**src/rtl/song_sequencer.sv**
```systemverilog
// song_sequencer: steps through one song of the shared note ROM and plays it.
// Each entry is fetched with a two-edge ROM latency and decoded. Its note is
// held for dur beats and followed by a silent articulation gap. Playback can
// be paused (note muted, time frozen) or aborted with stop.
module song_sequencer #(
  parameter int ADDR_W      = 6,
  parameter int BEAT_CYCLES = 12_500_000,
  parameter int GAP_CYCLES  = 2_500_000
) (
  input  logic              clk,
  input  logic              reset,
  input  logic              start,
  input  logic              stop,
  input  logic              pause,
  input  logic [1:0]        song_select,
  output logic [ADDR_W+1:0] rom_addr,
  input  logic [15:0]       rom_data,
  output logic [3:0]        note_out,
  output logic [1:0]        octave_out,
  output logic [6:0]        led_out,
  output logic [3:0]        num,
  output logic              busy,
  output logic              done
);

  localparam int CYC_W = (BEAT_CYCLES > 1) ? $clog2(BEAT_CYCLES) : 1;
  localparam int GAP_W = (GAP_CYCLES > 1) ? $clog2(GAP_CYCLES) : 1;

  localparam logic [CYC_W-1:0]  BEAT_LAST = CYC_W'(BEAT_CYCLES - 1);
  localparam logic [GAP_W-1:0]  GAP_LAST  = GAP_W'((GAP_CYCLES > 0) ? GAP_CYCLES - 1 : 0);
  localparam logic [ADDR_W-1:0] IDX_LAST  = '1;
  localparam logic [3:0]        NOTE_END  = 4'hF;

  typedef enum logic [2:0] {
    S_IDLE,
    S_FETCH,
    S_WAIT,
    S_DECODE,
    S_PLAY,
    S_GAP,
    S_DONE
  } state_t;

  state_t             state;
  logic [1:0]         song;
  logic [ADDR_W-1:0]  idx;
  logic [7:0]         unit_cnt;
  logic [CYC_W-1:0]   cyc_cnt;
  logic [GAP_W-1:0]   gap_cnt;
  logic [3:0]         cur_note;

  logic [3:0]         rom_note;
  logic [1:0]         rom_oct;
  logic [7:0]         rom_dur;
  logic               unused_rom_bits;
  logic               beat_last;
  logic               play_last;
  logic               gap_last;
  logic               idx_last;

  // One-hot LED for notes do..si; rests, end markers and other codes light nothing.
  function automatic logic [6:0] led_decode(input logic [3:0] n);
    logic [6:0] l;
    l = '0;
    case (n)
      4'd1:    l = 7'b0000001;
      4'd2:    l = 7'b0000010;
      4'd3:    l = 7'b0000100;
      4'd4:    l = 7'b0001000;
      4'd5:    l = 7'b0010000;
      4'd6:    l = 7'b0100000;
      4'd7:    l = 7'b1000000;
      default: l = '0;
    endcase
    return l;
  endfunction

  // Position digit shown on the display: entry index modulo 10.
  function automatic logic [3:0] mod10(input logic [ADDR_W-1:0] v);
    return 4'(32'(v) % 32'd10);
  endfunction

  // A zero duration still plays for one unit.
  function automatic logic [7:0] unit_load(input logic [7:0] d);
    return (d == 8'd0) ? 8'd1 : d;
  endfunction

  assign rom_addr        = {song, idx};
  assign rom_note        = rom_data[15:12];
  assign rom_oct         = rom_data[11:10];
  assign rom_dur         = rom_data[7:0];
  assign unused_rom_bits = ^rom_data[9:8];

  assign beat_last = (cyc_cnt == BEAT_LAST);
  assign play_last = beat_last && (unit_cnt == 8'd1);
  assign gap_last  = (gap_cnt == GAP_LAST);
  assign idx_last  = (idx == IDX_LAST);

  // Playback state machine with all outputs registered; stop overrides everything.
  always_ff @(posedge clk or negedge reset) begin
    if (!reset) begin
      state      <= S_IDLE;
      song       <= '0;
      idx        <= '0;
      unit_cnt   <= '0;
      cyc_cnt    <= '0;
      gap_cnt    <= '0;
      cur_note   <= '0;
      note_out   <= '0;
      octave_out <= '0;
      led_out    <= '0;
      num        <= '0;
      busy       <= 1'b0;
      done       <= 1'b0;
    end else if (stop) begin
      state      <= S_IDLE;
      song       <= '0;
      idx        <= '0;
      unit_cnt   <= '0;
      cyc_cnt    <= '0;
      gap_cnt    <= '0;
      cur_note   <= '0;
      note_out   <= '0;
      octave_out <= '0;
      led_out    <= '0;
      num        <= '0;
      busy       <= 1'b0;
      done       <= 1'b0;
    end else begin
      done <= 1'b0;
      case (state)
        S_IDLE: begin
          if (start) begin
            song  <= song_select;
            idx   <= '0;
            busy  <= 1'b1;
            state <= S_FETCH;
          end
        end

        S_FETCH: state <= S_WAIT;

        S_WAIT: state <= S_DECODE;

        S_DECODE: begin
          if (rom_note == NOTE_END) begin
            note_out   <= '0;
            octave_out <= '0;
            led_out    <= '0;
            num        <= '0;
            done       <= 1'b1;
            state      <= S_DONE;
          end else begin
            cur_note   <= rom_note;
            note_out   <= rom_note;
            octave_out <= rom_oct;
            led_out    <= led_decode(rom_note);
            num        <= mod10(idx);
            unit_cnt   <= unit_load(rom_dur);
            cyc_cnt    <= '0;
            state      <= S_PLAY;
          end
        end

        S_PLAY: begin
          if (pause) begin
            // Time frozen and tone muted; LED and octave keep showing the note.
            note_out <= '0;
          end else if (play_last) begin
            note_out <= '0;
            led_out  <= '0;
            cyc_cnt  <= '0;
            if (GAP_CYCLES == 0) begin
              if (idx_last) begin
                octave_out <= '0;
                num        <= '0;
                done       <= 1'b1;
                state      <= S_DONE;
              end else begin
                idx   <= idx + 1'b1;
                state <= S_FETCH;
              end
            end else begin
              gap_cnt <= '0;
              state   <= S_GAP;
            end
          end else begin
            note_out <= cur_note;
            if (beat_last) begin
              cyc_cnt  <= '0;
              unit_cnt <= unit_cnt - 8'd1;
            end else begin
              cyc_cnt <= cyc_cnt + 1'b1;
            end
          end
        end

        S_GAP: begin
          if (!pause) begin
            if (gap_last) begin
              gap_cnt <= '0;
              if (idx_last) begin
                octave_out <= '0;
                num        <= '0;
                done       <= 1'b1;
                state      <= S_DONE;
              end else begin
                idx   <= idx + 1'b1;
                state <= S_FETCH;
              end
            end else begin
              gap_cnt <= gap_cnt + 1'b1;
            end
          end
        end

        S_DONE: begin
          song       <= '0;
          idx        <= '0;
          note_out   <= '0;
          octave_out <= '0;
          led_out    <= '0;
          num        <= '0;
          busy       <= 1'b0;
          state      <= S_IDLE;
        end

        default: begin
          busy  <= 1'b0;
          state <= S_IDLE;
        end
      endcase
    end
  end

endmodule

```
**config.mk**
```make
export PLATFORM = sky130hd
export DESIGN_NAME = song_sequencer
export DESIGN_NICKNAME = d
export VERILOG_FILES = /design/src/rtl/song_sequencer.sv
export SDC_FILE = /design/constraint.sdc
export NUM_CORES = 1
export LEC_CHECK = 0
export BUFFER_PORTS_ARGS = -buffer_cell sky130_fd_sc_hd__buf_2
export CAP_MARGIN = 0
export CORE_AREA = 2 2 118 97
export DETAILED_ROUTE_END_ITERATION = 10
export DIE_AREA = 0 0 120 99
export PLACE_DENSITY = 0.71
export SETUP_SLACK_MARGIN = 0.1
export SKIP_CTS_REPAIR_TIMING = 1
export SLEW_MARGIN = 20
export SYNTH_ARGS = -nofsm -noshare
export SYNTH_HDL_FRONTEND = slang
export SYNTH_SLANG_ARGS = --single-unit
```
**constraint.sdc**
```tcl
create_clock -name clk -period 2.85 [get_ports clk]
set_input_delay 0.285 -clock clk [delete_from_list [all_inputs] [get_ports clk]]
set_output_delay 0.285 -clock clk [all_outputs]
set_load 0.01 [all_outputs]
```
Word level (Yosys, flattened, before mapping)
Cells that the tools add are included.
- add/sub/neg operators: 4
- divide/modulo/power cells: 1
- equality and inequality tests: 30
- mux-type cells: 72
- reductions and logical operators: 21
- operator list (cell ; count):
    $mux W24 ; 5
    $mux W22 ; 5
    $pmux W7 S7 ; 1
    $mux W4 ; 12
    $mux W8 ; 6
    $pmux W24 S2 ; 1
    $pmux W22 S2 ; 1
    $mod A6 B4 Y32 const B ; 1
    $mux W6 ; 5
    $ne A3 B3 Y1 const B ; 10
    $mux W7 ; 4
    $add A24 B1 Y24 const B ; 1
    $eq A24 B24 Y1 const B ; 1
    $pmux W4 S3 ; 2
    $add A22 B1 Y22 const B ; 1
    $eq A22 B22 Y1 const B ; 1
    $mux W3 ; 7
    $pmux W7 S3 ; 1
    $pmux W3 S6 ; 1
    $pmux W6 S3 ; 1
    $eq A4 B3 Y1 const B ; 4
    $mux W2 ; 8
    $pmux W8 S2 ; 1
    $reduce_and A5 Y1 ; 3
    26 further kinds ; 45
- bits in registers: 88
- bits of input ports: 23
- word-level logic and storage cells: 141

Longest topological paths before layout
- word-level depth: 6
- mapped depth: 14
- gate-level depth less buffers: 13

Worst setup path after synthesis
OpenSTA, ideal clock, no wires.
- path kind: flip-flop to flip-flop
- start point: register idx[3]
- end point: register num[3]
- library setup time: 0.122 ns
- data arrival time: 2.891 ns
- required time: 2.728 ns
- setup slack: -0.163 ns
- cell stages (with the launch flop): 14
- buffers on the path: 1
- cells stage by stage: dfrtp_1 > clkbuf_1 > inv_1 > ha_1 > inv_1 > ha_1 > nand2b_1 > or4b_1 > a21oi_1 > ha_1 > inv_1 > a221oi_1 > xnor2_1 > o21ai_1
- longest elaborated chain between the ends: 4
- elaborated cells between the ends (all ways): 7
- ends and longest elaborated chain (element ; line ; text):
    from (decl) ; 46 ; logic [ADDR_W-1:0] idx;
    from (signal assigned) ; 180 ; idx <= idx + 1'b1;
    from (signal assigned) ; 208 ; idx <= idx + 1'b1;
    $mod A6 B4 Y32 ; 80 ; return 4'(32'(v) % 32'd10);
    $mux W4 ; 146 ; if (rom_note == NOTE_END) begin
    $pmux W4 S3 ; 131 ; case (state)
    $mux W4 ; 115 ; end else if (stop) begin
    to (signal assigned) ; 158 ; num <= mod10(idx);
    to (decl) ; 21 ; output logic [3:0] num,
Parallel ways exist; a longest one is shown, timed or not.
A chain may end at the register's enable or synchronous reset.

Worst setup path in the final report
Same ends and word-level chain as after synthesis.

==> flow_summary.html <==
<table>
<tr><th>Metric</th><th>Value</th></tr>
<tr><th colspan="2">Run status</th></tr>
<tr><td>Run status</td><td>finished with violations</td></tr>
<tr><td>Violations in the final reports</td><td>negative hold slack</td></tr>
<tr><th colspan="2">Cells and area</th></tr>
<tr><td>Antenna Cells</td><td>0</td></tr>
<tr><td>Fraction of final layout cells sized beyond drive strength 1</td><td>between 10% and 20%</td></tr>
<tr><td>Final non-filler cell total</td><td>about 800</td></tr>
<tr><td>Util after Layout</td><td>between 50% and 60%</td></tr>
<tr><td>Final net count</td><td>688</td></tr>
<tr><td>Area growth from synthesis to final layout</td><td>15.9%</td></tr>
<tr><td>Total non-filler cell area in the finished layout</td><td>~6000 sq um</td></tr>
<tr><th colspan="2">Worst setup path</th></tr>
<tr><td>Maximum fanout along the worst path</td><td>3</td></tr>
<tr><td>Startpoint type of the worst setup path</td><td>register</td></tr>
<tr><td>Worst EP arrival</td><td>2.90 ns</td></tr>
<tr><td>Kind of capture point of the worst setup path</td><td>register</td></tr>
<tr><td>Depth of the worst register-to-register path</td><td>12</td></tr>
<tr><td>Start of the worst register-to-register path</td><td>idx[3]$_DFFE_PN0P_</td></tr>
<tr><td>Startpoint of the most critical setup path</td><td>idx[3]$_DFFE_PN0P_</td></tr>
<tr><td>Crit path required time</td><td>between 3 and 4 ns</td></tr>
<tr><td>Critical path type</td><td>reg2reg</td></tr>
<tr><th colspan="2">Logic synthesis</th></tr>
<tr><td>Synthesized area per cell</td><td>between 8 and 9 sq um</td></tr>
<tr><td>Net count after synthesis</td><td>approximately 640</td></tr>
<tr><td>Flops &amp; latches, synth</td><td>just under 90</td></tr>
<tr><td>Syn Std Cell Area</td><td>between 5000 and 6000 sq um</td></tr>
<tr><td>Count of different cell masters after synthesis</td><td>63</td></tr>
<tr><td>Share of synthesized flip-flops with an asynchronous set or reset</td><td>100%</td></tr>
<tr><td>Post-synth top flop</td><td>sky130_fd_sc_hd__dfrtp_1</td></tr>
<tr><td>Yosys warnings</td><td>0</td></tr>
<tr><td>Sequential-to-total area share from yosys stat</td><td>42.3%</td></tr>
<tr><td>Number of enable-type register cells in the synthesized netlist</td><td>0</td></tr>
<tr><td>Synthesized instance count</td><td>602</td></tr>
<tr><th colspan="2">Clock tree</th></tr>
<tr><td>Number of sinks driven by the clock tree</td><td>88</td></tr>
<tr><td>Clock tree from TritonCTS</td><td>built</td></tr>
<tr><td>Root buf cell</td><td>sky130_fd_sc_hd__clkbuf_16</td></tr>
<tr><td>Max clock buf depth</td><td>2</td></tr>
<tr><td>Inserted Clock Buffers</td><td>9</td></tr>
<tr><td>Max H-tree Level</td><td>3</td></tr>
<tr><td>Clock-pin slew on the worst setup and hold paths</td><td>~0.06 ns</td></tr>
<tr><td>Later-pin clock latency in the skew report</td><td>0.34 ns</td></tr>
<tr><th colspan="2">Placed design</th></tr>
<tr><td>HPWL after DPL</td><td>approximately 9000 um</td></tr>
<tr><td>Total placed instance area</td><td>between 5000 and 6000 sq um</td></tr>
<tr><td>Number of I/O port buffers</td><td>47</td></tr>
<tr><td>Weighted congestion at the end of routability-driven global placement</td><td>between 0.8 and 0.9</td></tr>
<tr><td>Total placed cells including tap cells</td><td>roughly 800</td></tr>
<tr><th colspan="2">GRT</th></tr>
<tr><td>Number of antenna violations at the first check in global routing</td><td>0</td></tr>
<tr><td>Global-route wire length before repair</td><td>approximately 21000 um</td></tr>
<tr><td>Aggregate global routing overflow</td><td>0</td></tr>
<tr><td>Largest net degree at the start of global routing</td><td>between 40 and 50</td></tr>
<tr><td>Overall Global Routing Usage</td><td>22.0%</td></tr>
<tr><td>Number of global-route vias before repair</td><td>4497</td></tr>
<tr><th colspan="2">Timing</th></tr>
<tr><td>Post-Route Setup TNS</td><td>0 ns</td></tr>
<tr><td>Highest attainable clock frequency</td><td>approximately 370 MHz</td></tr>
<tr><td>Rel. slew slack</td><td>between 40 and 50%</td></tr>
<tr><td>Total setup violations reported at the end of the flow</td><td>0</td></tr>
<tr><td>Setup clock skew after layout</td><td>between 0.01 and 0.015 ns</td></tr>
<tr><td>Final period utilization</td><td>between 90% and 100%</td></tr>
<tr><td>Hold violation count in the final report</td><td>45</td></tr>
<tr><td>Final period demand of the worst path</td><td>between 2 and 3 ns</td></tr>
<tr><td>Setup repair after global routing missed its margin</td><td>no</td></tr>
<tr><td>Actual slew at the worst max-slew pin</td><td>0.829 ns</td></tr>
<tr><td>Slew Viols, Final</td><td>0</td></tr>
<tr><td>Final hold slack</td><td>-0.0431 ns</td></tr>
<tr><th colspan="2">Job</th></tr>
<tr><td>Count of maximum capacitance violations</td><td>0</td></tr>
<tr><th colspan="2">Routing</th></tr>
<tr><td>DRC violations left</td><td>0</td></tr>
<tr><td>Number of nets still failing antenna checks after routing</td><td>0</td></tr>
<tr><td>Total wire length</td><td>roughly 13000 um</td></tr>
<tr><td>Overall via count from detail_route</td><td>roughly 4800</td></tr>
<tr><td>DR WL/cell</td><td>between 15 and 20 um</td></tr>
<tr><td>DRC violation total after the first TritonRoute iteration</td><td>slightly above 300</td></tr>
<tr><td>1st-pass router iterations</td><td>4</td></tr>
<tr><td>Via density per instance</td><td>around 6</td></tr>
<tr><th colspan="2">Power</th></tr>
<tr><td>Switching Fraction</td><td>approximately a quarter</td></tr>
<tr><td>Cell-internal power</td><td>2120 uW</td></tr>
<tr><td>Static Leakage</td><td>0.00265 uW</td></tr>
<tr><td>P per Cell Area</td><td>between 400 and 500 nW/um^2</td></tr>
<tr><td>Clock share of power</td><td>between 40% and 50%</td></tr>
<tr><td>Highest ir drop seen on vdd</td><td>~0.00032 V</td></tr>
<tr><td>Combinational Power Share</td><td>roughly 11%</td></tr>
<tr><td>Net switching power figure</td><td>roughly 700 uW</td></tr>
<tr><td>Share of power burned in registers</td><td>46.6%</td></tr>
<tr><th colspan="2">Floorplanning</th></tr>
<tr><td>Initial cell density of the core</td><td>between 40% and 50%</td></tr>
<tr><td>Standard-cell rows</td><td>34</td></tr>
<tr><td>Width of the chip</td><td>120 um</td></tr>
<tr><td>Y dimension of the die</td><td>about 99 um</td></tr>
<tr><td>Number of top-level design ports</td><td>50</td></tr>
<tr><td>Placeable Area</td><td>roughly 11000 sq um</td></tr>
<tr><td>Die Outline Area</td><td>11900 sq um</td></tr>
<tr><th colspan="2">Worst hold path</th></tr>
<tr><td>Class of the most critical hold timing path</td><td>in2async</td></tr>
</table>
-- routing by layer --
metal	GRT usage (%)	vias to the layer above	wire length [um]
met5	0	-	0
met4	7.60	0	146
met3	4.22	11	739
met2	34.2	171	5760
met1	30.8	2338	5900
li1	-	2287	-
-- power by group through the flow --
stage          Sequential [uW]  Combinational, uW  Clock [uW]
6_report                  1310                304        1200
5_1_grt                   1320                343        1280
4_1_cts                   1310                305        1230
3_5_place_dp              1330                304           0
3_3_place_gp              1330                294           0
2_1_floorplan             1340                176           0
-- sequential cells by signal, summed over array words and instances (netlist names) --
signal and count:
busy 1, led_out 7, state 3, done 1, num 4, unit_cnt 8, song 2, gap_cnt 22
octave_out 2, idx 6, note_out 4, cur_note 4, cyc_cnt 24
-- worst max-delay path, cell delays in order (launching register included) --
cell	delay, ns
sky130_fd_sc_hd__dfrtp_2	0.40
sky130_fd_sc_hd__inv_1	0.07
sky130_fd_sc_hd__ha_1	0.17
sky130_fd_sc_hd__inv_2	0.05
sky130_fd_sc_hd__ha_4	0.21
sky130_fd_sc_hd__nand2b_4	0.15
sky130_fd_sc_hd__or4b_4	0.55
sky130_fd_sc_hd__a21oi_4	0.18
sky130_fd_sc_hd__ha_4	0.16
sky130_fd_sc_hd__inv_1	0.05
sky130_fd_sc_hd__a221oi_2	0.30
sky130_fd_sc_hd__xnor2_1	0.17
sky130_fd_sc_hd__o21ai_1	0.09
-- per-stage QoR --
| step | worst slack (ns) | hold WS, ns | power (uW) |
|---|---|---|---|
| final | 0.177 | -0.0431 | 2820 |
| after global routing | 0.0668 | 0.00683 | 2940 |
| after CTS | 0.0241 | -0.0269 | 2840 |
| after detailed placement | 0.0473 | 0.339 | 1640 |
| after global placement | 0.265 | 0.333 | 1630 |
| after floorplan | 0.119 | -0.0106 | 1510 |
-- cell type report --
| type | instances | area [sq um] |
|---|---|---|
| clock buffer | 11 | 253 |
| clock inverter | 4 | 53.8 |
| fill | 962 | 4640 |
| inverter | 20 | 75.1 |
| multi-input combinational | 467 | 2880 |
| sequential | 88 | 2200 |
| tap | 144 | 180 |
| timing repair buffer | 67 | 388 |
-- synth_stat cells, drive strengths merged, types with 4 or more instances --
master | instances | area (sq um)
a31oi | 5 | 31.3
a22o | 4 | 35.0
and2 | 4 | 25.0
and3 | 17 | 106
a21oi | 41 | 209
nand4 | 9 | 62.6
inv | 20 | 75.1
nor2b | 7 | 43.8
nor2 | 63 | 239
or2 | 4 | 27.5
nand3 | 24 | 120
nor4 | 5 | 37.5
o21bai | 5 | 37.5
nor3 | 23 | 136
xnor2 | 9 | 78.8
clkbuf | 17 | 63.8
a211oi | 4 | 30.0
buf | 10 | 47.6
dfrtp | 88 | 2200
nor3b | 7 | 52.6
nand2 | 59 | 221
xor2 | 14 | 123
mux2 | 7 | 78.8
or3 | 14 | 87.6
ha | 12 | 150
and4 | 4 | 35.0
a32o | 5 | 50.1
o2111ai | 4 | 35.0
o21ai | 55 | 275
nand2b | 8 | 50.1
nor4b | 5 | 43.8
o31ai | 12 | 90.1
o22ai | 6 | 37.5
-- logic make-up after synthesis --
group | synth area share, %
compound gates | 19.1
xor+xnor | 3.87
fa+ha+maj | 2.88
buf+inv | 3.58
flops | 42.3
mux | 1.51
simple gates | 26.7
-- cells in the final DEF, fill, tap and decap left out, types with 6 or more instances in the layout --
master                      count
sky130_fd_sc_hd__buf_4         21
sky130_fd_sc_hd__and3_1        17
sky130_fd_sc_hd__o21ai_0       50
sky130_fd_sc_hd__nor3b_1        7
sky130_fd_sc_hd__ha_1          10
sky130_fd_sc_hd__nand2b_1       7
sky130_fd_sc_hd__or3_1         14
sky130_fd_sc_hd__nor2_1        62
sky130_fd_sc_hd__mux2_2         7
sky130_fd_sc_hd__nand3_1       24
sky130_fd_sc_hd__xor2_1        14
sky130_fd_sc_hd__nand4_1        8
sky130_fd_sc_hd__inv_1         19
sky130_fd_sc_hd__clkbuf_16      9
sky130_fd_sc_hd__o22ai_1        6
sky130_fd_sc_hd__nor3_1        20
sky130_fd_sc_hd__nand2_1       59
sky130_fd_sc_hd__nor2b_1        7
sky130_fd_sc_hd__o31ai_1       12
sky130_fd_sc_hd__buf_2         46
sky130_fd_sc_hd__dfrtp_1       86
sky130_fd_sc_hd__xnor2_1        9
sky130_fd_sc_hd__a21oi_1       39
-- path summary, 6_finish.rpt --
check                                          endpoint  slack [ns]
worst max register to register       num[3]$_DFFE_PN0P_        0.18
worst max-delay path                 num[3]$_DFFE_PN0P_        0.18
worst min register to register       num[2]$_DFFE_PN0P_        0.48
max in group asynchronous       gap_cnt[13]$_DFFE_PN0P_        2.15
min in group clk                    song[0]$_DFFE_PN0P_        0.19
worst min-delay path                 idx[5]$_DFFE_PN0P_       -0.04
Note: power is estimated with default switching activity, not from simulation.
